==> src/rtl/deglitch_pkg.sv <==
// rtl/deglitch_pkg.sv - shared state encoding and default sizes for the deglitch filter
package deglitch_pkg;

   localparam int NCH_DEF = 2;
   localparam int CW_DEF  = 4;

   typedef enum logic {
      ST_STABLE  = 1'b0,
      ST_QUALIFY = 1'b1
   } state_e;

endpackage

==> src/rtl/deglitch_ch.sv <==
// rtl/deglitch_ch.sv - one filtered channel: 2-flop synchroniser, qualify FSM/counter, edge and glitch pulses
module deglitch_ch
   import deglitch_pkg::*;
#(
   parameter int   CW       = CW_DEF,
   parameter logic INIT_BIT = 1'b1
) (
   input  logic          clk,
   input  logic          rst,
   input  logic          in_raw,
   input  logic [CW-1:0] flt_len,
   input  logic          byp,
   input  logic          glt_clr,
   output logic          out,
   output logic          rise,
   output logic          fall,
   output logic          glt,
   output logic          glt_flag
);

   logic          s1_q, s1_d;
   logic          s2_q, s2_d;
   logic          out_q, out_d;
   logic [CW-1:0] cnt_q, cnt_d;
   state_e        state_q, state_d;
   logic          rise_q, rise_d;
   logic          fall_q, fall_d;
   logic          glt_q, glt_d;
   logic          flag_q, flag_d;
   logic [CW-1:0] len_eff;
   logic [CW:0]   cnt_inc;

   always_comb begin
      s1_d    = in_raw;
      s2_d    = s1_q;
      out_d   = out_q;
      cnt_d   = '0;
      state_d = ST_STABLE;
      glt_d   = 1'b0;
      len_eff = (flt_len == '0) ? CW'(1) : flt_len;
      // One extra bit so count+1 cannot wrap before the compare.
      cnt_inc = {1'b0, cnt_q} + (CW+1)'(1);

      if (byp) begin
         out_d = s2_q;
      end else if (s2_q != out_q) begin
         if (cnt_inc >= {1'b0, len_eff}) begin
            out_d = s2_q;
         end else begin
            cnt_d   = cnt_inc[CW-1:0];
            state_d = ST_QUALIFY;
         end
      end else if (state_q == ST_QUALIFY) begin
         glt_d = 1'b1;
      end

      rise_d = ~out_q & out_d;
      fall_d = out_q & ~out_d;
      // A new glitch wins over a simultaneous clear.
      flag_d = (flag_q & ~glt_clr) | glt_d;
   end

   always_ff @(posedge clk or posedge rst) begin
      if (rst) begin
         s1_q    <= INIT_BIT;
         s2_q    <= INIT_BIT;
         out_q   <= INIT_BIT;
         cnt_q   <= '0;
         state_q <= ST_STABLE;
         rise_q  <= 1'b0;
         fall_q  <= 1'b0;
         glt_q   <= 1'b0;
         flag_q  <= 1'b0;
      end else begin
         s1_q    <= s1_d;
         s2_q    <= s2_d;
         out_q   <= out_d;
         cnt_q   <= cnt_d;
         state_q <= state_d;
         rise_q  <= rise_d;
         fall_q  <= fall_d;
         glt_q   <= glt_d;
         flag_q  <= flag_d;
      end
   end

   assign out      = out_q;
   assign rise     = rise_q;
   assign fall     = fall_q;
   assign glt      = glt_q;
   assign glt_flag = flag_q;

endmodule

==> src/rtl/deglitch_filter_mc.sv <==
// rtl/deglitch_filter_mc.sv - multi-channel deglitch filter for I2C SCL/SDA pads
module deglitch_filter_mc
   import deglitch_pkg::*;
#(
   parameter int             NCH  = NCH_DEF,
   parameter int             CW   = CW_DEF,
   parameter logic [NCH-1:0] INIT = {NCH{1'b1}}
) (
   input  logic           CLK,
   input  logic           RST,
   input  logic [NCH-1:0] IN,
   input  logic [CW-1:0]  FLT_LEN,
   input  logic           BYP,
   input  logic           GLT_CLR,
   output logic [NCH-1:0] OUT,
   output logic [NCH-1:0] RISE,
   output logic [NCH-1:0] FALL,
   output logic [NCH-1:0] GLT,
   output logic [NCH-1:0] GLT_FLAG
);

   for (genvar i = 0; i < NCH; i++) begin : g_ch
      deglitch_ch #(
         .CW       (CW),
         .INIT_BIT (INIT[i])
      ) u_ch (
         .clk      (CLK),
         .rst      (RST),
         .in_raw   (IN[i]),
         .flt_len  (FLT_LEN),
         .byp      (BYP),
         .glt_clr  (GLT_CLR),
         .out      (OUT[i]),
         .rise     (RISE[i]),
         .fall     (FALL[i]),
         .glt      (GLT[i]),
         .glt_flag (GLT_FLAG[i])
      );
   end

endmodule

==> config.mk <==
export PLATFORM = sky130hd
export DESIGN_NAME = deglitch_filter_mc
export DESIGN_NICKNAME = d
export VERILOG_FILES = /design/src/rtl/deglitch_pkg.sv /design/src/rtl/deglitch_ch.sv /design/src/rtl/deglitch_filter_mc.sv
export SDC_FILE = /design/constraint.sdc
export NUM_CORES = 1
export LEC_CHECK = 0
export CAP_MARGIN = 10
export CORE_MARGIN = 2
export CORE_UTILIZATION = 34
export CTS_CLUSTER_DIAMETER = 120
export CTS_CLUSTER_SIZE = 16
export DETAILED_ROUTE_END_ITERATION = 8
export DONT_BUFFER_PORTS = 1
export GPL_TIMING_DRIVEN = 0
export MAX_ROUTING_LAYER = met4
export PLACE_DENSITY = 0.5
export REMOVE_ABC_BUFFERS = 1
export SYNTH_ARGS = -nofsm -noshare
export SYNTH_HDL_FRONTEND = slang
export SYNTH_HIERARCHICAL = 1
export SYNTH_SLANG_ARGS = --single-unit
==> constraint.sdc <==
create_clock -name CLK -period 4.6 [get_ports CLK]
set_input_delay 0.92 -clock CLK [delete_from_list [all_inputs] [get_ports CLK]]
set_output_delay 0.92 -clock CLK [all_outputs]
set_load 0.01 [all_outputs]
After elaboration in Yosys (flattened, before gate mapping):

Index checks and enable logic that the tools add are counted.
Widths: inputs -> output; s select.

* add/sub/neg operators: 2
* magnitude comparators: 2
* equality and inequality tests: 2
* multiplexer cells: 25
* bitwise logic cells: 13
* reductions and logical operators: 1

Operators with widths (count)
* $mux 4: 7
* $mux 1: 18
* $add 4x1->5 const B: 2
* $ge 5x4->1: 2
* $and 1x1->1: 6
* $not 1->1: 5
* $logic_not 4->1: 1
* $ne 1x1->1: 2
* $or 1x1->1: 2

* flip-flop bits (word level): 24
* input port bits: 10

Longest topological paths before layout:

Gate-level depths: netlist of the first run.

* depth after elaboration: 8
* mapped depth: 7

By module:

Netlist of the first run, hierarchy kept.

By module, submodules not included
* deglitch_ch: instances 2, cells an instance 43, area an instance 555.5 sq um

Worst setup path after synthesis of the first run:

Ideal clock, no wire load.

* path kind: input port to flip-flop
* from: input FLT_LEN[2]
* to: register g_ch[0].u_ch.out_q
* setup time: 0.082 ns
* arrival: 2.175 ns
* path slack: 2.342 ns
* cell stages on the path: 7
* buffers on the path: 0
* cells stage by stage: inv_1 -> a31o_2 -> ha_1 -> nor2b_1 -> o21ai_2 -> a21oi_4 -> mux2_4

* longest elaborated chain between the ends: 6

Ends and longest elaborated chain
* start: declaration: line deglitch_filter_mc.sv:12 `input logic [CW-1:0] FLT_LEN,`
* $logic_not 4->1: line deglitch_ch.sv:40 `len_eff = (flt_len == '0) ? CW'(1) : flt_len;`
* $mux 4 *: line deglitch_ch.sv:40
* $ge 5x4->1 *: line deglitch_ch.sv:47 `if (cnt_inc >= {1'b0, len_eff}) begin`
* $mux 1 *: line deglitch_ch.sv:47
* $mux 1 *: line deglitch_ch.sv:46 `end else if (s2_q != out_q) begin`
* $mux 1 *: line deglitch_ch.sv:44 `if (byp) begin`
* net g_ch[0].u_ch.out_d: line deglitch_ch.sv:23 `logic out_q, out_d;`
* end signal: assignment: line deglitch_ch.sv:77 `out_q <= out_d;`
* end: declaration: line deglitch_ch.sv:23

The timed path passes the listed nets; every way through them passes the cells marked *.

Worst setup path after layout of the first run:

* from: register g_ch[1].u_ch.cnt_q[0]
* to: register g_ch[1].u_ch.out_q

* longest elaborated chain between the ends: 5

Ends and longest elaborated chain
* start: declaration: line deglitch_ch.sv:24 `logic [CW-1:0] cnt_q, cnt_d;`
* start signal: assignment: line deglitch_ch.sv:78 `cnt_q <= cnt_d;`
* $add 4x1->5: line deglitch_ch.sv:42 `cnt_inc = {1'b0, cnt_q} + (CW+1)'(1);`
* $ge 5x4->1: line deglitch_ch.sv:47
* $mux 1: line deglitch_ch.sv:47
* $mux 1: line deglitch_ch.sv:46
* $mux 1: line deglitch_ch.sv:44
* net g_ch[1].u_ch.out_d: line deglitch_ch.sv:23
* end signal: assignment: line deglitch_ch.sv:77
* end: declaration: line deglitch_ch.sv:23

The timed path passes the listed nets, and every way through them passes these cells.

==> results of run 1 <==
==> layer usage <==
metal  wire length, microns  global-route usage (%)
met5                      0                       -
met4                     16                    5.59
met3                     93                    1.47
met2                    653                    14.1
met1                    801                    15.2
==> cells in the mapped netlist (all sizes together), types with 4 or more instances <==
| cell type | number | share of area, % |
|---|---|---|
| dfrtp | 18 | 41 |
| ha | 10 | 11 |
| inv | 10 | 3.4 |
| and3 | 6 | 3.4 |
| dfstp | 6 | 14 |
| nor3b | 6 | 4.1 |
| a21oi | 4 | 3.8 |
| xor2 | 4 | 3.2 |
==> worst paths after layout <==
| check | cells after the start | end | slack, ns | startpoint |
|---|---|---|---|---|
| max in group asynchronous | 1 | g_ch[1].u_ch/out$_DFF_PP1_ | 3.78 | RST |
| min in group asynchronous | 1 | g_ch[0].u_ch/state_q$_DFF_PP0_ | 0.48 | RST |
| hold reg to reg | 0 | g_ch[1].u_ch/s2_q$_DFF_PP1_ | 0.36 | g_ch[1].u_ch/s1_q$_DFF_PP1_ |
| setup reg to reg | 7 | g_ch[1].u_ch/out$_DFF_PP1_ | 2.51 | g_ch[1].u_ch/cnt_q[0]$_DFF_PP0_ |
| setup / recovery | 7 | g_ch[1].u_ch/out$_DFF_PP1_ | 2.51 | g_ch[1].u_ch/cnt_q[0]$_DFF_PP0_ |
| hold / removal | 0 | g_ch[1].u_ch/s2_q$_DFF_PP1_ | 0.36 | g_ch[1].u_ch/s1_q$_DFF_PP1_ |
==> critical path: cells and delay by family (launching register included) <==
| family | cells | cell delay [ns] |
|---|---|---|
| AOI/OAI and AO/OA | 3 | 0.51 |
| xor gates and xnor gates | 1 | 0.24 |
| adders and majority gates | 2 | 0.52 |
| DFF | 1 | 0.44 |
| muxes | 1 | 0.32 |
==> state kept, by name (all words and copies together), names as in the netlist <==
| signal | flops |
|---|---|
| g_ch.u_ch/state_q | 2 |
| g_ch.u_ch/s1_q | 2 |
| g_ch.u_ch/glt | 2 |
| g_ch.u_ch/out | 2 |
| g_ch.u_ch/glt_flag | 2 |
| g_ch.u_ch/fall | 2 |
| g_ch.u_ch/rise | 2 |
| g_ch.u_ch/s2_q | 2 |
| g_ch.u_ch/cnt_q | 8 |
==> cells by family after synthesis <==
group | count (synthesis) | share of synthesized area (%)
muxes | 2 | 2.70
buffers and inverters | 10 | 3.38
DFF | 24 | 54.7
AOI/OAI and AO/OA | 12 | 10.1
and+or+nand+nor | 22 | 13.1
adders and majority gates | 10 | 11.3
xor gates and xnor gates | 6 | 4.73
==> where the power goes <==
group	leakage [uW]	internal, uW	switching (uW)
logic	0.000311	28.1	31.8
clock network	0.0000210	48.2	57.5
registers	0.000307	231	16.2
total	0.000640	307	106
==> per-stage QoR <==
| stage | utilization, % | std cells |
|---|---|---|
| 2_1_floorplan | - | 86 |
| 3_3_place_gp | 37.9 | 130 |
| 3_5_place_dp | 37.9 | 130 |
| 4_1_cts | 39.1 | 134 |
| 5_1_grt | 39.1 | 134 |
| 6_report | 39.1 | 134 |
==> cell type report <==
| cell class | instances | area (sq um) | share of cell area [%] |
|---|---|---|---|
| clock buffers | 4 | 36.3 | 3.02 |
| inverters | 10 | 37.5 | 3.12 |
| multi-input cells | 52 | 465 | 38.7 |
| flip-flops and latches | 24 | 608 | 50.6 |
| well taps | 44 | 55.1 | 4.58 |
==> summary.log, run 1 <==
[detailed_routing] first-pass iteration count of the detailed router 4
[detailed_routing] total via count in the routed design 623
[floorplanning] width of the die 61.2 microns
[cts] deepest clock path buffer count 2
[placement] post-place setup slack 2.25 ns
[final_layout] layout cells sized above 1 22.2%
[worst_setup_path] Setup crit end kind flop
[worst_setup_path] CP Data Arrival Time 2.33 ns
[cts] Clock Latency Late Sink 0.30 ns
[timing] share of the cycle needed by the critical path after routing 45.4%
[placement] total half-perimeter wirelength after legalization and detailed placement 1.22 mm
[final_layout] Final Cell Area 0.00120 sq mm
[synthesis] flop and latch count out of synthesis 24
[detailed_routing] Total Wirelength 1.57 mm
[placement] routability congestion estimate 0.682
[power] post-layout total power 413 uW
[worst_setup_path] highest cell delay on the worst timing path 0.44 ns
[power] Worst VDD drop 0.178 mV
[cts] total number of clock tree sinks 24
[final_layout] leading cell types in the layout, fill and taps excluded sky130_fd_sc_hd__dfrtp_1, sky130_fd_sc_hd__inv_1, sky130_fd_sc_hd__ha_1
[cts] total clock buffers created by CTS 3
[outcome] result of the run complete, no violations
[timing] max-slew violations 0
[final_layout] # diodes 0
[detailed_routing] DRC errors left 0
[cts] Setup Buffers After CTS 0
[synthesis] count of unique library cells instantiated by Yosys 20
[timing] number of setup violations in the final report 0
[synthesis] Avg Cell Area, Syn 12.9 sq um
[placement] Port Buf Inserts 0
[timing] worst clock skew 0.00519 ns
[synthesis] cell area after synthesis 0.00111 sq mm
[synthesis] number of standard cells after synthesis 86
[flow_run] max-cap viol count 0
[cts] level count of the clock H-tree 1
[worst_setup_path] worst-path fanout max 8
[worst_setup_path] required time worst endpoint 4.84 ns
[worst_setup_path] startpoint kind of the worst setup timing path flop
[detailed_routing] WL/cell 11.7 microns
[synthesis] synthesis warning total 6
[floorplanning] row count 20
[timing] count of final hold-check violations 0
[grt] global-route usage over all layers 10.5%
[final_layout] number of nets in the layout 111
[timing] max_slew headroom 71.1%
[timing] smallest hold slack 0.363 ns
[floorplanning] top-level port count 20
[detailed_routing] DR vias/cell 4.65
[worst_hold_path] Worst Hold Class reg2reg
[power] static power due to leakage 0.000640 uW
[timing] total negative slack for setup checks 0 ns
[timing] setup ws final 2.51 ns
[cts] clock root buffer sky130_fd_sc_hd__clkbuf_4
[grt] gr ovfl total 0
[timing] post-layout min period 2.09 ns
[power] total power divided by cell area 343 mW/mm^2
[synthesis] share of flip-flops with an asynchronous set or reset after synthesis 100%
[final_layout] most common cell after layout, fill and taps aside sky130_fd_sc_hd__dfrtp_1
[placement] placed instance area 0.00117 sq mm
[timing] setup repair after global routing missed its margin false
[cts] Post-CTS Hold Fix Bufs 0
[synthesis] EDFF count, synth 0
[timing] maximum clock rate 0.479 GHz
[worst_setup_path] cell type of the slowest stage on the worst timing path sky130_fd_sc_hd__dfrtp_1
[floorplanning] height of the die 61.2 microns
[worst_setup_path] class of the most critical setup path reg2reg
[synthesis] sequential-to-total area share from yosys stat 54.7%
[detailed_routing] first-iteration detailed-routing DRC count 19
[floorplanning] starting utilization of the core area 36.1%
[synthesis] Post-synth top flop sky130_fd_sc_hd__dfrtp_1
[cts] number of instances resized during post-cts repair 0
[grt] first-pass GRT wire length 2.76 mm
[cts] CTS clock-pin slew for the worst setup and hold paths 0.12 ns
[grt] largest net degree at the start of global routing 14
[detailed_routing] antenna violation net count after detailed routing 0
[grt] initial antenna violation count 0
[timing] Worst Max-Slew Pin Slew 0.434 ns
[final_layout] Filler Cells Inserted 306
[worst_setup_path] Crit path top cell by count sky130_fd_sc_hd__ha_1
[grt] number of global-route vias before repair 613
[final_layout] layout overhead on the synthesized area 8.22%
[floorplanning] area inside the core boundary 0.00308 sq mm
[cts] CTS tree done
[worst_setup_path] Cell Chain, Critical Path ha_1 > xor2_1 > ha_1 > a21oi_1 > o21ai_2 > a21oi_4 > mux2_4
[floorplanning] floorplan die area 0.00374 sq mm
Power figures use the tool's default switching activity.
==> run 2, diff against run 1 <==
Settings changed: PLACE_DENSITY 0.5 to 0.52.
Clock period 4.6 ns to 1.7 ns, I/O delays scaled along.
==> run 2 against run 1 <==
The run now ends with setup timing left. Clock skew is 0.0017 ns higher. Final cell count is 12% higher. Register-to-register slack worse by 2.7 ns. Combinational power grew to 5.0 times the previous value. Routed wire length is 35% higher. Largest cell class is now multi-input gates. Highest routed layer unchanged. Via count is 15% higher.
==> summary.log, run 2 (synthesized netlist as in run 1, its figures left out) <==
[outcome] result of the run finished, violations left [was complete, no violations]
[outcome] violated checks setup timing
[grt] Global Route met3 Usage 1.89% [was 1.47%]
[floorplanning] starting utilization of the core area 36.1% [unchanged]
[placement] total half-perimeter wirelength after legalization and detailed placement 1.37 mm [was 1.22 mm]
[grt] first-pass GRT wire length 3.31 mm [was 2.76 mm]
[worst_setup_path] required time worst endpoint 1.93 ns [was 4.84 ns]
[power] Net Switching 330 uW [was 106 uW]
[cts] CTS clock-pin slew for the worst setup and hold paths 0.12 ns [about the same]
[final_layout] most flop-heavy register g_ch.u_ch/cnt_q [unchanged]
[cts] clock root buffer sky130_fd_sc_hd__clkbuf_4 [unchanged]
[worst_setup_path] worst-path fanout max 5 [was 8]
[grt] initial antenna violation count 0 [unchanged]
[cts] CTS tree done [unchanged]
[final_layout] layout cells sized above 1 54.7% [was 22.2%]
[detailed_routing] WL/cell 14.1 microns [was 11.7 microns]
[power] static power due to leakage 0.000746 uW [was 0.000640 uW]
[timing] count of final hold-check violations 0 [unchanged]
[power] part of the power in registers 56.3% [was 59.9%]
[final_layout] leading cell types in the layout, fill and taps excluded sky130_fd_sc_hd__dfrtp_1, sky130_fd_sc_hd__inv_1, sky130_fd_sc_hd__buf_4 [was sky130_fd_sc_hd__dfrtp_1, sky130_fd_sc_hd__inv_1, sky130_fd_sc_hd__ha_1]
[power] Cell Int Power 872 uW [was 307 uW]
[final_layout] number of nets in the layout 128 [was 111]
[power] post-layout total power 1200 uW [was 413 uW]
[floorplanning] area inside the core boundary 0.00308 sq mm [unchanged]
[power] Switching Fraction 27.4% [was 25.6%]
[final_layout] # diodes 0 [unchanged]
[worst_hold_path] Worst Hold Class in2reg [was reg2reg]
[timing] max-slew violations 0 [unchanged]
[floorplanning] row count 20 [unchanged]
[detailed_routing] DR vias/cell 4.78 [was 4.65]
[grt] GRT busiest layer met2 [was met1]
[worst_setup_path] CP Data Arrival Time 2.13 ns [was 2.33 ns]
[floorplanning] floorplan die area 0.00374 sq mm [unchanged]
[worst_setup_path] startpoint kind of the worst setup timing path flop [unchanged]
[timing] worst clock skew 0.00685 ns [was 0.00519 ns]
[grt] largest net degree at the start of global routing 13 [was 14]
[cts] total clock buffers created by CTS 3 [unchanged]
[timing] max_slew headroom 70.1% [was 71.1%]
[timing] number of setup violations in the final report 16 [was 0]
[worst_setup_path] setup slack, reg-to-reg -0.20 ns [was 2.51 ns]
[cts] total number of clock tree sinks 24 [unchanged]
[worst_setup_path] Worst Reg-to-Reg Cells 7 [unchanged]
[worst_hold_path] worst hold stages 1 [was 0]
[worst_setup_path] critical register-to-register path startpoint g_ch[1].u_ch/cnt_q[0]$_DFF_PP0_ [unchanged]
[timing] post-layout min period 1.90 ns [was 2.09 ns]
[floorplanning] height of the die 61.2 microns [unchanged]
[final_layout] layout overhead on the synthesized area 38.7% [was 8.22%]
[grt] gr ovfl total 0 [unchanged]
[worst_setup_path] class of the most critical setup path reg2reg [unchanged]
[grt] number of global-route vias before repair 715 [was 613]
[final_layout] most common cell after layout, fill and taps aside sky130_fd_sc_hd__dfrtp_1 [unchanged]
[grt] global-route track usage on met2 19.9% [was 14.1%]
[timing] setup ws final -0.198 ns [was 2.51 ns]
[detailed_routing] first-pass iteration count of the detailed router 4 [unchanged]
[final_layout] flip-flop count of the largest register, all copies and words added 8 [unchanged]
[detailed_routing] Total Wirelength 2.12 mm [was 1.57 mm]
[power] Gate power share 24.7% [was 14.5%]
[flow_run] max-cap viol count 0 [unchanged]
[placement] routability congestion estimate 0.725 [was 0.682]
[final_layout] final std cells w/o fill 150 [was 134]
[timing] share of the cycle needed by the critical path after routing 112% [was 45.4%]
[power] proportion of power drawn by the clock network 19.0% [was 25.6%]
[cts] level count of the clock H-tree 1 [unchanged]
[grt] GR Layer Usage met1 16.3% [was 15.2%]
[cts] deepest clock path buffer count 2 [unchanged]
[grt] global-route usage over all layers 12.7% [was 10.5%]
[power] Worst VDD drop 0.449 mV [was 0.178 mV]
[placement] Port Buf Inserts 0 [unchanged]
[detailed_routing] first-iteration detailed-routing DRC count 8 [was 19]
[power] total power divided by cell area 780 mW/mm^2 [was 343 mW/mm^2]
[placement] number of instances in the placed design 130 [unchanged]
[detailed_routing] antenna violation net count after detailed routing 0 [unchanged]
[floorplanning] width of the die 61.2 microns [unchanged]
[final_layout] final core utilization 50.1% [was 39.1%]
[detailed_routing] total via count in the routed design 717 [was 623]
[timing] Worst Max-Slew Pin Slew 0.448 ns [was 0.434 ns]
[worst_setup_path] critical register-to-register path endpoint g_ch[1].u_ch/out$_DFF_PP1_ [unchanged]
[worst_setup_path] Setup crit end kind flop [unchanged]
[timing] setup repair after global routing missed its margin true [was false]
[cts] Clock Latency Late Sink 0.29 ns [was 0.30 ns]
[timing] maximum clock rate 0.527 GHz [was 0.479 GHz]
[floorplanning] top-level port count 20 [unchanged]
[detailed_routing] DRC errors left 0 [unchanged]
[worst_hold_path] origin of the worst min-delay path BYP [was g_ch[1].u_ch/s1_q$_DFF_PP1_]
[worst_hold_path] hold-critical path endpoint g_ch[0].u_ch/glt$_DFF_PP0_ [was g_ch[1].u_ch/s2_q$_DFF_PP1_]
run 2: changes by cell type in the layout (fill, tap and decap cells not counted), sizes merged:
| cell | delta |
|---|---|
| dlygate4sd3 | +3 |
| clkbuf | -1 |
| buf | +14 |
run 2: cell type report:
cell class | instances | area (sq um)
Clock buffer | 3 | 22.5
Fill cell | 291 | 1540
Inverter | 10 | 37.5
Multi-Input combinational cell | 52 | 658
Sequential cell | 24 | 611
Tap cell | 44 | 55.1
Timing Repair Buffer | 17 | 158
run 2: worst max-delay path by stage:
| stage | from | end | slack, ns | cells after the start |
|---|---|---|---|---|
| after global routing | g_ch[1].u_ch/cnt_q[0]$_DFF_PP0_ | g_ch[1].u_ch/out$_DFF_PP1_ | -0.24 | 7 |
| after global placement | g_ch[1].u_ch/cnt_q[0]$_DFF_PP0_ | g_ch[1].u_ch/out$_DFF_PP1_ | -0.36 | 7 |
| final | g_ch[1].u_ch/cnt_q[0]$_DFF_PP0_ | g_ch[1].u_ch/out$_DFF_PP1_ | -0.20 | 7 |
| after floorplan | g_ch[1].u_ch/cnt_q[0]$_DFF_PP0_ | g_ch[1].u_ch/out$_DFF_PP1_ | -0.22 | 7 |
| after detailed placement | g_ch[1].u_ch/cnt_q[0]$_DFF_PP0_ | g_ch[1].u_ch/out$_DFF_PP1_ | -0.40 | 7 |
| after CTS | g_ch[1].u_ch/cnt_q[0]$_DFF_PP0_ | g_ch[1].u_ch/out$_DFF_PP1_ | -0.19 | 7 |
run 2: power groups by stage:
stage | Clock, uW | Combinational (uW) | Sequential, uW
after floorplan | 0 | 136 | 672
after global placement | 0 | 161 | 680
after detailed placement | 0 | 168 | 683
after CTS | 241 | 228 | 673
after global routing | 265 | 326 | 683
final | 228 | 297 | 677
run 2: stage by stage:
stage               worst slack [ns]  hold slack [ns]  area (sq um)  setup TNS (ns)
finish                        -0.198            0.113          1540           -1.62
global placement              -0.360            0.251          1170           -3.34
detailed placement            -0.397            0.258          1170           -3.79
floorplan                     -0.218            0.203          1110          -0.945
global route                  -0.242           0.0976          1540           -2.61
CTS                           -0.190           0.0128          1330           -1.88
run 2: critical path, cell delays in order, from the launching register on:
cell and delay, ns:
sky130_fd_sc_hd__dfrtp_1 0.44, sky130_fd_sc_hd__ha_4 0.20, sky130_fd_sc_hd__xor2_4 0.16, sky130_fd_sc_hd__ha_4 0.24
sky130_fd_sc_hd__a21oi_4 0.14, sky130_fd_sc_hd__o21ai_4 0.08, sky130_fd_sc_hd__a21oi_4 0.25, sky130_fd_sc_hd__mux2_4 0.33
run 2: routing by layer:
metal / vias up / part of all wire, %
li1: 336 / -
met1: 366 / 41
met2: 13 / 53
met3: 2 / 4.4
met4: 0 / 0.90
met5: - / 0
run 2: repair_timing:
action,4_1_cts,5_1_grt
hold buffers,1,2
setup endpoints to repair,16,16
resized for setup,16,25
pin swaps,14,13
buffers inserted,8,6
gates cloned,0,0
hold endpoints to repair,18,2
